## config.mk

```make
export PLATFORM = sky130hd
export DESIGN_NAME = mem_req_arbiter_flat
export DESIGN_NICKNAME = d
export VERILOG_FILES = /design/src/rtl/mem_req_arbiter_pkg.sv /design/src/rtl/mem_req_arbiter_if.sv /design/src/rtl/mem_req_arbiter_prio_pick4.sv /design/src/rtl/mem_req_arbiter.sv /design/src/flat_wrapper.sv
export SDC_FILE = /design/constraint.sdc
export NUM_CORES = 1
export LEC_CHECK = 0
export CAP_MARGIN = 0
export CELL_PAD_IN_SITES_DETAIL_PLACEMENT = 2
export CELL_PAD_IN_SITES_GLOBAL_PLACEMENT = 2
export CORE_AREA = 8 8 159 161
export CTS_CLUSTER_SIZE = 24
export DETAILED_ROUTE_END_ITERATION = 8
export DIE_AREA = 0 0 167 169
export PLACE_DENSITY_LB_ADDON = 0.1
export RECOVER_POWER = 50
export REMOVE_ABC_BUFFERS = 1
export SETUP_SLACK_MARGIN = 0.4
export SYNTH_ARGS = -nofsm -noshare
export SYNTH_HDL_FRONTEND = slang
export SYNTH_SLANG_ARGS = --single-unit
```

## constraint.sdc

```tcl
create_clock -name clk -period 2.8 [get_ports clk]
set_input_delay 0.56 -clock clk [delete_from_list [all_inputs] [get_ports clk]]
set_output_delay 0.56 -clock clk [all_outputs]
set_load 0.005 [all_outputs]
```

## src/rtl/mem_req_arbiter_pkg.sv

```systemverilog
// mem_arb_pkg: requester indices, FSM state types and line geometry shared by mem_req_arbiter
package mem_arb_pkg;
    localparam int LINE_OFF_W = 5;
    localparam int RD_DUC = 0;
    localparam int RD_DC  = 1;
    localparam int RD_IUC = 2;
    localparam int RD_IC  = 3;
    localparam int WR_DUC = 0;
    localparam int WR_DC  = 1;
    typedef enum logic {R_IDLE, R_BUSY} rd_state_t;
    typedef enum logic {W_IDLE, W_BUSY} wr_state_t;
endpackage

```

## src/rtl/mem_req_arbiter_if.sv

```systemverilog
// mem_arb_if: requester and bridge signal bundle for mem_req_arbiter
interface mem_arb_if #(
    parameter int ADDR_W = 32
);
    logic [3:0]          rd_req_i;
    logic [4*ADDR_W-1:0] rd_addr_i;
    logic [3:0]          rd_done_o;
    logic [1:0]          wr_req_i;
    logic [2*ADDR_W-1:0] wr_addr_i;
    logic [3:0]          wr_strb_i;
    logic [1:0]          wr_done_o;
    logic                bus_rd_req_o;
    logic [ADDR_W-1:0]   bus_rd_addr_o;
    logic                bus_rd_line_o;
    logic [3:0]          bus_rd_gnt_o;
    logic                bus_rd_done_i;
    logic                bus_wr_req_o;
    logic [ADDR_W-1:0]   bus_wr_addr_o;
    logic                bus_wr_line_o;
    logic [3:0]          bus_wr_strb_o;
    logic [1:0]          bus_wr_gnt_o;
    logic                bus_wr_done_i;
    modport slave (
        input  rd_req_i, rd_addr_i, wr_req_i, wr_addr_i, wr_strb_i, bus_rd_done_i, bus_wr_done_i,
        output rd_done_o, wr_done_o, bus_rd_req_o, bus_rd_addr_o, bus_rd_line_o, bus_rd_gnt_o,
               bus_wr_req_o, bus_wr_addr_o, bus_wr_line_o, bus_wr_strb_o, bus_wr_gnt_o
    );
    modport master (
        output rd_req_i, rd_addr_i, wr_req_i, wr_addr_i, wr_strb_i, bus_rd_done_i, bus_wr_done_i,
        input  rd_done_o, wr_done_o, bus_rd_req_o, bus_rd_addr_o, bus_rd_line_o, bus_rd_gnt_o,
               bus_wr_req_o, bus_wr_addr_o, bus_wr_line_o, bus_wr_strb_o, bus_wr_gnt_o
    );
endinterface

```

## src/rtl/mem_req_arbiter_prio_pick4.sv

```systemverilog
// prio_pick4: one-hot fixed-priority picker (lowest index wins), optionally preferring the I-side pair
module prio_pick4
    import mem_arb_pkg::*;
(
    input  logic [3:0] req,
    input  logic       i_first,
    output logic [3:0] gnt
);
    logic [3:0] d_gnt, i_gnt;
    assign d_gnt = req & (~req + 4'd1);
    always_comb begin
        i_gnt = '0;
        i_gnt[RD_IUC] = req[RD_IUC];
        i_gnt[RD_IC] = req[RD_IC] && !req[RD_IUC];
    end
    assign gnt = (i_first && |req[RD_IC:RD_IUC]) ? i_gnt : d_gnt;
endmodule

```

## src/rtl/mem_req_arbiter.sv

```systemverilog
// mem_req_arbiter: schedules I/D cache and uncached requesters onto the shared bus bridge.
// Define MEM_ARB_STARVE_GUARD_EN to let a waiting I-side read win after STARVE_LIMIT D-side grants.
module mem_req_arbiter
    import mem_arb_pkg::*;
#(
    parameter int ADDR_W = 32
`ifdef MEM_ARB_STARVE_GUARD_EN
    , parameter int STARVE_LIMIT = 4
`endif
) (
    input logic      clk,
    input logic      rst,
    mem_arb_if.slave bus
);
    localparam int TAG_W = ADDR_W - LINE_OFF_W;
    rd_state_t rd_state, rd_next;
    wr_state_t wr_state, wr_next;
    logic [3:0] rd_elig, rd_pick, rd_gnt;
    logic [1:0] wr_pick, wr_gnt;
    logic [ADDR_W-1:0] rd_sel_addr, rd_addr, wr_sel_addr, wr_addr;
    logic [3:0] wr_sel_strb, wr_strb;
    logic rd_sel_line, rd_line, wr_line, i_first, dc_hazard;
    logic [TAG_W-1:0] dc_tag, wb_tag, fl_tag;
    assign dc_tag = bus.rd_addr_i[RD_DC*ADDR_W+LINE_OFF_W +: TAG_W];
    assign wb_tag = bus.wr_addr_i[WR_DC*ADDR_W+LINE_OFF_W +: TAG_W];
    assign fl_tag = wr_addr[ADDR_W-1:LINE_OFF_W];
    // A write-back still queued or on the bus owns its line until it completes.
    assign dc_hazard = (bus.wr_req_i[WR_DC] && wb_tag == dc_tag) || (wr_gnt[WR_DC] && fl_tag == dc_tag);
    always_comb begin
        rd_elig = 4'b1111;
        rd_elig[RD_DUC] = !(bus.wr_req_i[WR_DUC] || wr_gnt[WR_DUC]);
        rd_elig[RD_DC] = !dc_hazard;
    end
    prio_pick4 u_pick (
        .req    (bus.rd_req_i & rd_elig & {4{rd_state == R_IDLE}}),
        .i_first(i_first),
        .gnt    (rd_pick)
    );
    always_comb begin
        rd_sel_addr = '0;
        for (int i = 0; i < 4; i++)
            if (rd_pick[i]) rd_sel_addr = bus.rd_addr_i[i*ADDR_W +: ADDR_W];
        rd_sel_line = rd_pick[RD_DC] || rd_pick[RD_IC];
        if (rd_sel_line) rd_sel_addr[LINE_OFF_W-1:0] = '0;
    end
    assign wr_pick = (wr_state != W_IDLE) ? 2'b00 :
                     bus.wr_req_i[WR_DUC] ? 2'b01 : {bus.wr_req_i[WR_DC], 1'b0};
    assign wr_sel_addr = wr_pick[WR_DUC] ? bus.wr_addr_i[WR_DUC*ADDR_W +: ADDR_W] : {wb_tag, {LINE_OFF_W{1'b0}}};
    assign wr_sel_strb = wr_pick[WR_DUC] ? bus.wr_strb_i : 4'b1111;
    always_comb begin
        rd_next = rd_state;
        wr_next = wr_state;
        rd_next = (rd_state == R_IDLE) ? (|rd_pick ? R_BUSY : R_IDLE) : (bus.bus_rd_done_i ? R_IDLE : R_BUSY);
        wr_next = (wr_state == W_IDLE) ? (|wr_pick ? W_BUSY : W_IDLE) : (bus.bus_wr_done_i ? W_IDLE : W_BUSY);
    end
    always_ff @(posedge clk) begin
        if (rst) begin
            rd_state <= R_IDLE;
            rd_gnt   <= '0;
            rd_addr  <= '0;
            rd_line  <= 1'b0;
        end else begin
            rd_state <= rd_next;
            if (|rd_pick) begin
                rd_gnt  <= rd_pick;
                rd_addr <= rd_sel_addr;
                rd_line <= rd_sel_line;
            end else if (rd_state == R_BUSY && bus.bus_rd_done_i) begin
                rd_gnt  <= '0;
                rd_addr <= '0;
                rd_line <= 1'b0;
            end
        end
    end
    always_ff @(posedge clk) begin
        if (rst) begin
            wr_state <= W_IDLE;
            wr_gnt   <= '0;
            wr_addr  <= '0;
            wr_line  <= 1'b0;
            wr_strb  <= '0;
        end else begin
            wr_state <= wr_next;
            if (|wr_pick) begin
                wr_gnt  <= wr_pick;
                wr_addr <= wr_sel_addr;
                wr_line <= wr_pick[WR_DC];
                wr_strb <= wr_sel_strb;
            end else if (wr_state == W_BUSY && bus.bus_wr_done_i) begin
                wr_gnt  <= '0;
                wr_addr <= '0;
                wr_line <= 1'b0;
                wr_strb <= '0;
            end
        end
    end
`ifdef MEM_ARB_STARVE_GUARD_EN
    localparam int STREAK_W = $clog2(STARVE_LIMIT + 1);
    logic [STREAK_W-1:0] streak;
    // Counts D-side wins only while an I-side read is actually waiting.
    always_ff @(posedge clk) begin
        if (rst || bus.rd_req_i[RD_IC:RD_IUC] == 2'b00) streak <= '0;
        else if (|rd_pick) streak <= |rd_pick[RD_IC:RD_IUC] ? '0 : streak + STREAK_W'(1);
    end
    assign i_first = streak == STREAK_W'(STARVE_LIMIT);
`else
    assign i_first = 1'b0;
`endif
    assign bus.bus_rd_req_o  = rd_state == R_BUSY;
    assign bus.bus_rd_addr_o = rd_addr;
    assign bus.bus_rd_line_o = rd_line;
    assign bus.bus_rd_gnt_o  = rd_gnt;
    assign bus.rd_done_o     = rd_gnt & {4{bus.bus_rd_done_i}};
    assign bus.bus_wr_req_o  = wr_state == W_BUSY;
    assign bus.bus_wr_addr_o = wr_addr;
    assign bus.bus_wr_line_o = wr_line;
    assign bus.bus_wr_strb_o = wr_strb;
    assign bus.bus_wr_gnt_o  = wr_gnt;
    assign bus.wr_done_o     = wr_gnt & {2{bus.bus_wr_done_i}};
endmodule

```

## src/flat_wrapper.sv

```systemverilog
// flat-port wrapper written by rule: the top's interface ports become plain ports
module mem_req_arbiter_flat import mem_arb_pkg::*;
#(
    parameter int ADDR_W = 32

)
  (clk, rst, bus_rd_req_i, bus_rd_addr_i, bus_wr_req_i, bus_wr_addr_i, bus_wr_strb_i, bus_bus_rd_done_i, bus_bus_wr_done_i, bus_rd_done_o, bus_wr_done_o, bus_bus_rd_req_o, bus_bus_rd_addr_o, bus_bus_rd_line_o, bus_bus_rd_gnt_o, bus_bus_wr_req_o, bus_bus_wr_addr_o, bus_bus_wr_line_o, bus_bus_wr_strb_o, bus_bus_wr_gnt_o);
  mem_arb_if #(.ADDR_W(ADDR_W)) bus_i ();
  input logic clk;
  input logic rst;
  input wire logic [$bits(bus_i.rd_req_i)-1:0] bus_rd_req_i;
  input wire logic [$bits(bus_i.rd_addr_i)-1:0] bus_rd_addr_i;
  input wire logic [$bits(bus_i.wr_req_i)-1:0] bus_wr_req_i;
  input wire logic [$bits(bus_i.wr_addr_i)-1:0] bus_wr_addr_i;
  input wire logic [$bits(bus_i.wr_strb_i)-1:0] bus_wr_strb_i;
  input wire logic [$bits(bus_i.bus_rd_done_i)-1:0] bus_bus_rd_done_i;
  input wire logic [$bits(bus_i.bus_wr_done_i)-1:0] bus_bus_wr_done_i;
  output wire logic [$bits(bus_i.rd_done_o)-1:0] bus_rd_done_o;
  output wire logic [$bits(bus_i.wr_done_o)-1:0] bus_wr_done_o;
  output wire logic [$bits(bus_i.bus_rd_req_o)-1:0] bus_bus_rd_req_o;
  output wire logic [$bits(bus_i.bus_rd_addr_o)-1:0] bus_bus_rd_addr_o;
  output wire logic [$bits(bus_i.bus_rd_line_o)-1:0] bus_bus_rd_line_o;
  output wire logic [$bits(bus_i.bus_rd_gnt_o)-1:0] bus_bus_rd_gnt_o;
  output wire logic [$bits(bus_i.bus_wr_req_o)-1:0] bus_bus_wr_req_o;
  output wire logic [$bits(bus_i.bus_wr_addr_o)-1:0] bus_bus_wr_addr_o;
  output wire logic [$bits(bus_i.bus_wr_line_o)-1:0] bus_bus_wr_line_o;
  output wire logic [$bits(bus_i.bus_wr_strb_o)-1:0] bus_bus_wr_strb_o;
  output wire logic [$bits(bus_i.bus_wr_gnt_o)-1:0] bus_bus_wr_gnt_o;
  assign bus_i.rd_req_i = bus_rd_req_i;
  assign bus_i.rd_addr_i = bus_rd_addr_i;
  assign bus_i.wr_req_i = bus_wr_req_i;
  assign bus_i.wr_addr_i = bus_wr_addr_i;
  assign bus_i.wr_strb_i = bus_wr_strb_i;
  assign bus_i.bus_rd_done_i = bus_bus_rd_done_i;
  assign bus_i.bus_wr_done_i = bus_bus_wr_done_i;
  assign bus_rd_done_o = bus_i.rd_done_o;
  assign bus_wr_done_o = bus_i.wr_done_o;
  assign bus_bus_rd_req_o = bus_i.bus_rd_req_o;
  assign bus_bus_rd_addr_o = bus_i.bus_rd_addr_o;
  assign bus_bus_rd_line_o = bus_i.bus_rd_line_o;
  assign bus_bus_rd_gnt_o = bus_i.bus_rd_gnt_o;
  assign bus_bus_wr_req_o = bus_i.bus_wr_req_o;
  assign bus_bus_wr_addr_o = bus_i.bus_wr_addr_o;
  assign bus_bus_wr_line_o = bus_i.bus_wr_line_o;
  assign bus_bus_wr_strb_o = bus_i.bus_wr_strb_o;
  assign bus_bus_wr_gnt_o = bus_i.bus_wr_gnt_o;
  mem_req_arbiter #(.ADDR_W(ADDR_W)) u_core (.clk(clk), .rst(rst), .bus(bus_i));
endmodule
```

==> results.toml <==
[outcome]
outcome = "finished, final reports clean"

[sta]
slew_headroom = 0.489
slew_violations = 0
rsz0062_at_grt = "false"
whs_ps = 459
max_freq_mhz = 423
fin_crit_sh = 0.845
setup_viol_count_final = 0
hold_viol_final = 0
fin_skew_ps = 6.37
layout_setup_ws_ps = 435
period_needed_ps = 2370
worst_pin_slew_ps = 766

[synthesis]
synth-seq-cells = 77
yosys-top-cells-area = "dfxtp_1, xnor2_1, nand2_1"
yosysSeqAreaShare = 0.364
syn_area_sq_um = 4240
synth_top_area_cell = "dfxtp_1"
synth_top_area_share = 0.364
ys_types = 34
synthCells = 544
avgSynthCellArea_sq_um = 7.79
synth_warnings = 0

[place]
placed_area_sq_um = 7580
dp_slack_ps = -141
port-buffer-count = 274
place_congestion = 0.771
hpwl_um = 19700

[critical_path]
crit_family = "buffers and inverters"
cp_common_cell = "buf_4"
path_class = "primary input to register"
crit_buf_inv = 3
reg2reg_from = "u_core.bus.bus_wr_addr_o[16]$_SDFFE_PP0P_"
crit_fanout = 5
crit_chain = "dlygate4sd3_1, nand4_1, nor4_2, a22oi_2, and2_4, buf_4, nor3_2, buf_4, a221o_1"
cp-start-kind = "primary input"
critPathCaptureType = "register"
cp.depth = 9
endpoint = "u_core.bus.bus_rd_addr_o[0]$_SDFFE_PP0P_"
r2r_end = "u_core.bus.bus_rd_addr_o[0]$_SDFFE_PP0P_"
crit_start = "bus_wr_req_i[1]"
crit_required_ps = 3030
arrival_ps = 2590
slowest_stage = "dlygate4sd3_1"
ff2ff_path_depth = 9
max_stage_delay_ps = 570
regToRegSetupSlack_ps = 700

[grt]
overflow = 0
first_global_vias = 5986
grt_max_degree = 61
antenna_found_initial = 5
grt_usage = 0.173
grt_pass1_wl_um = 37300

[routing]
firstDrtPassIters = 4
ant_nets = 0
drt-total-wl_um = 24800
wl_per_cell_um = 22.0
drt_iter0_drc = 132
via_per_inst = 4.56
drc = 0
routed-via-count = 5152

[clock_network]
cts_setup_buffers = 0
cts.clk_slew.worst_paths_ps = 60
cts_root_buf = "clkbuf_16"
cts-buffers-inserted = 9
htreeDepth = 3
ctsLongestPathBuffers = 2
postCtsHoldBufs = 0
clock_latency_ps = 340
tritoncts = "built"
cts.sink_count = 77

[floorplan]
start_util = 0.185
die_w_um = 167
core_area_sq_um = 22900
die_y_um = 169
die_area_sq_um = 28200
ioPinCount = 290
num_rows = 56

[finish]
final_nets = 1037
syn_to_final_growth_pct = 86.8
final_util = 0.346
fillers = 2602
drive_above_1_share = 0.0909
fin_area_sq_um = 7920

[power]
irDropWorstVdd_mv = 0.253
p_leak_nw = 3.19
pwr_density_cell_nw_per_um2 = 457
power_mw = 3.62

[min_path]
hold_path_class = "register to register"
min_from = "u_core.bus.bus_rd_line_o$_SDFFE_PP0P_"

[job]
cap_violations = 0
Yosys cell counts:
master,instances
buf_6,3
nor3b_1,2
a22oi_2,1
dfxtp_1,77
o22ai_2,1
a21oi_1,62
nor2b_1,3
nor3_1,4
xnor2_1,54
and2_1,12
a21oi_4,1
buf_1,2
o21bai_1,1
nor3_2,1
nor4_2,2
a22o_1,28
nor4_1,1
a21boi_0,1
inv_1,3
nor2_1,43
a22oi_1,32
clkbuf_1,28
nand2b_1,4
a211oi_1,1
a221oi_1,5
a221o_1,4
and3_1,1
nand2_1,113
nand4_1,14
a21o_1,3
o21ai_0,1
buf_2,5
buf_4,3
a31oi_1,28
what timing repair did:
item,CTS,global route
setup endpoints to repair,38,36
pin swaps,7,9
resized for setup,54,17
sequential cells by signal, indices dropped and copies added (netlist names):
name                      cells
u_core.bus.bus_wr_strb_o      4
u_core.bus.bus_rd_line_o      1
u_core.bus.bus_wr_req_o       1
u_core.bus.bus_rd_addr_o     32
u_core.bus.bus_wr_addr_o     32
u_core.bus.bus_wr_gnt_o       2
u_core.bus.bus_rd_req_o       1
u_core.bus.bus_rd_gnt_o       4
layout make-up:
class                      instances  area [sq um]  area share
sequential                        77          1540       0.195
tap                              290           363      0.0458
clock buffer                      13           250      0.0316
timing repair buffer             317          3100       0.392
antenna                            5          12.5     0.00158
inverter                           3          11.3     0.00142
multi-input combinational        423          2570       0.324
clock inverter                     3          68.8     0.00869
worst register-to-register path: stages, from the launching register on:
cell and delay (ps):
dfxtp_1 330, xnor2_1 140, nand4_1 180, nor4_2 70, a22oi_2 450, and2_4 240, buf_4 110, nor3_2 30
buf_4 150, a221o_1 290
logic make-up after synthesis:
family / count (synthesis) / share of synthesized area
flip-flops: 77 / 0.364
AND/OR/NAND/NOR: 200 / 0.206
XOR/XNOR: 54 / 0.112
buffers and inverters: 44 / 0.0484
AO/OA/AOI/OAI: 169 / 0.270
power by group:
| group | internal, mW | total (mW) | switching (mW) |
|---|---|---|---|
| combinational | 0.585 | 1.06 | 0.478 |
| sequential | 1.18 | 1.25 | 0.0663 |
| clock | 0.810 | 1.31 | 0.499 |
cell usage in the layout, fill, tap and decap left out, types with 2 or more instances in the layout:
master,count
clkdlybuf4s50_1,154
nand2_1,113
dfxtp_1,77
dlygate4sd3_1,64
a21oi_1,61
xnor2_1,49
nor2_1,43
dlygate4sd2_1,40
buf_4,36
a22oi_1,32
a22o_1,28
a31oi_1,27
nand4_1,14
and2_1,11
clkbuf_16,9
dlymetal6s2s_1,9
buf_12,6
diode_2,5
xnor2_2,5
a221oi_1,5
nor3_1,4
nand2b_1,4
a221o_1,4
clkdlybuf4s15_1,4
inv_1,3
nor4_2,3
a21o_1,3
clkbuf_1,3
nor3b_1,2
bufinv_16,2
clkbuf_2,2
worst min path at each step:
stage / end / slack, ps / cells past startpoint
5_1_grt: u_core.bus.bus_rd_line_o$_SDFFE_PP0P_ / 470 / 2
4_1_cts: u_core.bus.bus_rd_line_o$_SDFFE_PP0P_ / 470 / 2
6_report: u_core.bus.bus_rd_line_o$_SDFFE_PP0P_ / 460 / 2
3_5_place_dp: u_core.bus.bus_rd_line_o$_SDFFE_PP0P_ / 460 / 2
2_1_floorplan: u_core.bus.bus_rd_line_o$_SDFFE_PP0P_ / 440 / 2
3_3_place_gp: u_core.bus.bus_rd_line_o$_SDFFE_PP0P_ / 450 / 2
metrics by stage:
stage	std cells	TNS [ps]
after floorplan	503	-51860
after detailed placement	1110	-3000
after global placement	1110	-3350
after CTS	1126	0
after global routing	1130	0
final	1131	0
metal layers:
| layer | routed length, um | vias up | track usage |
|---|---|---|---|
| li1 | - | 2503 | - |
| met1 | 10700 | 2470 | 0.203 |
| met2 | 12500 | 154 | 0.304 |
| met3 | 1270 | 23 | 0.0429 |
| met4 | 423 | 2 | 0.0560 |
| met5 | 13 | - | 0 |
No activity file was read; power rests on OpenSTA's default activity.
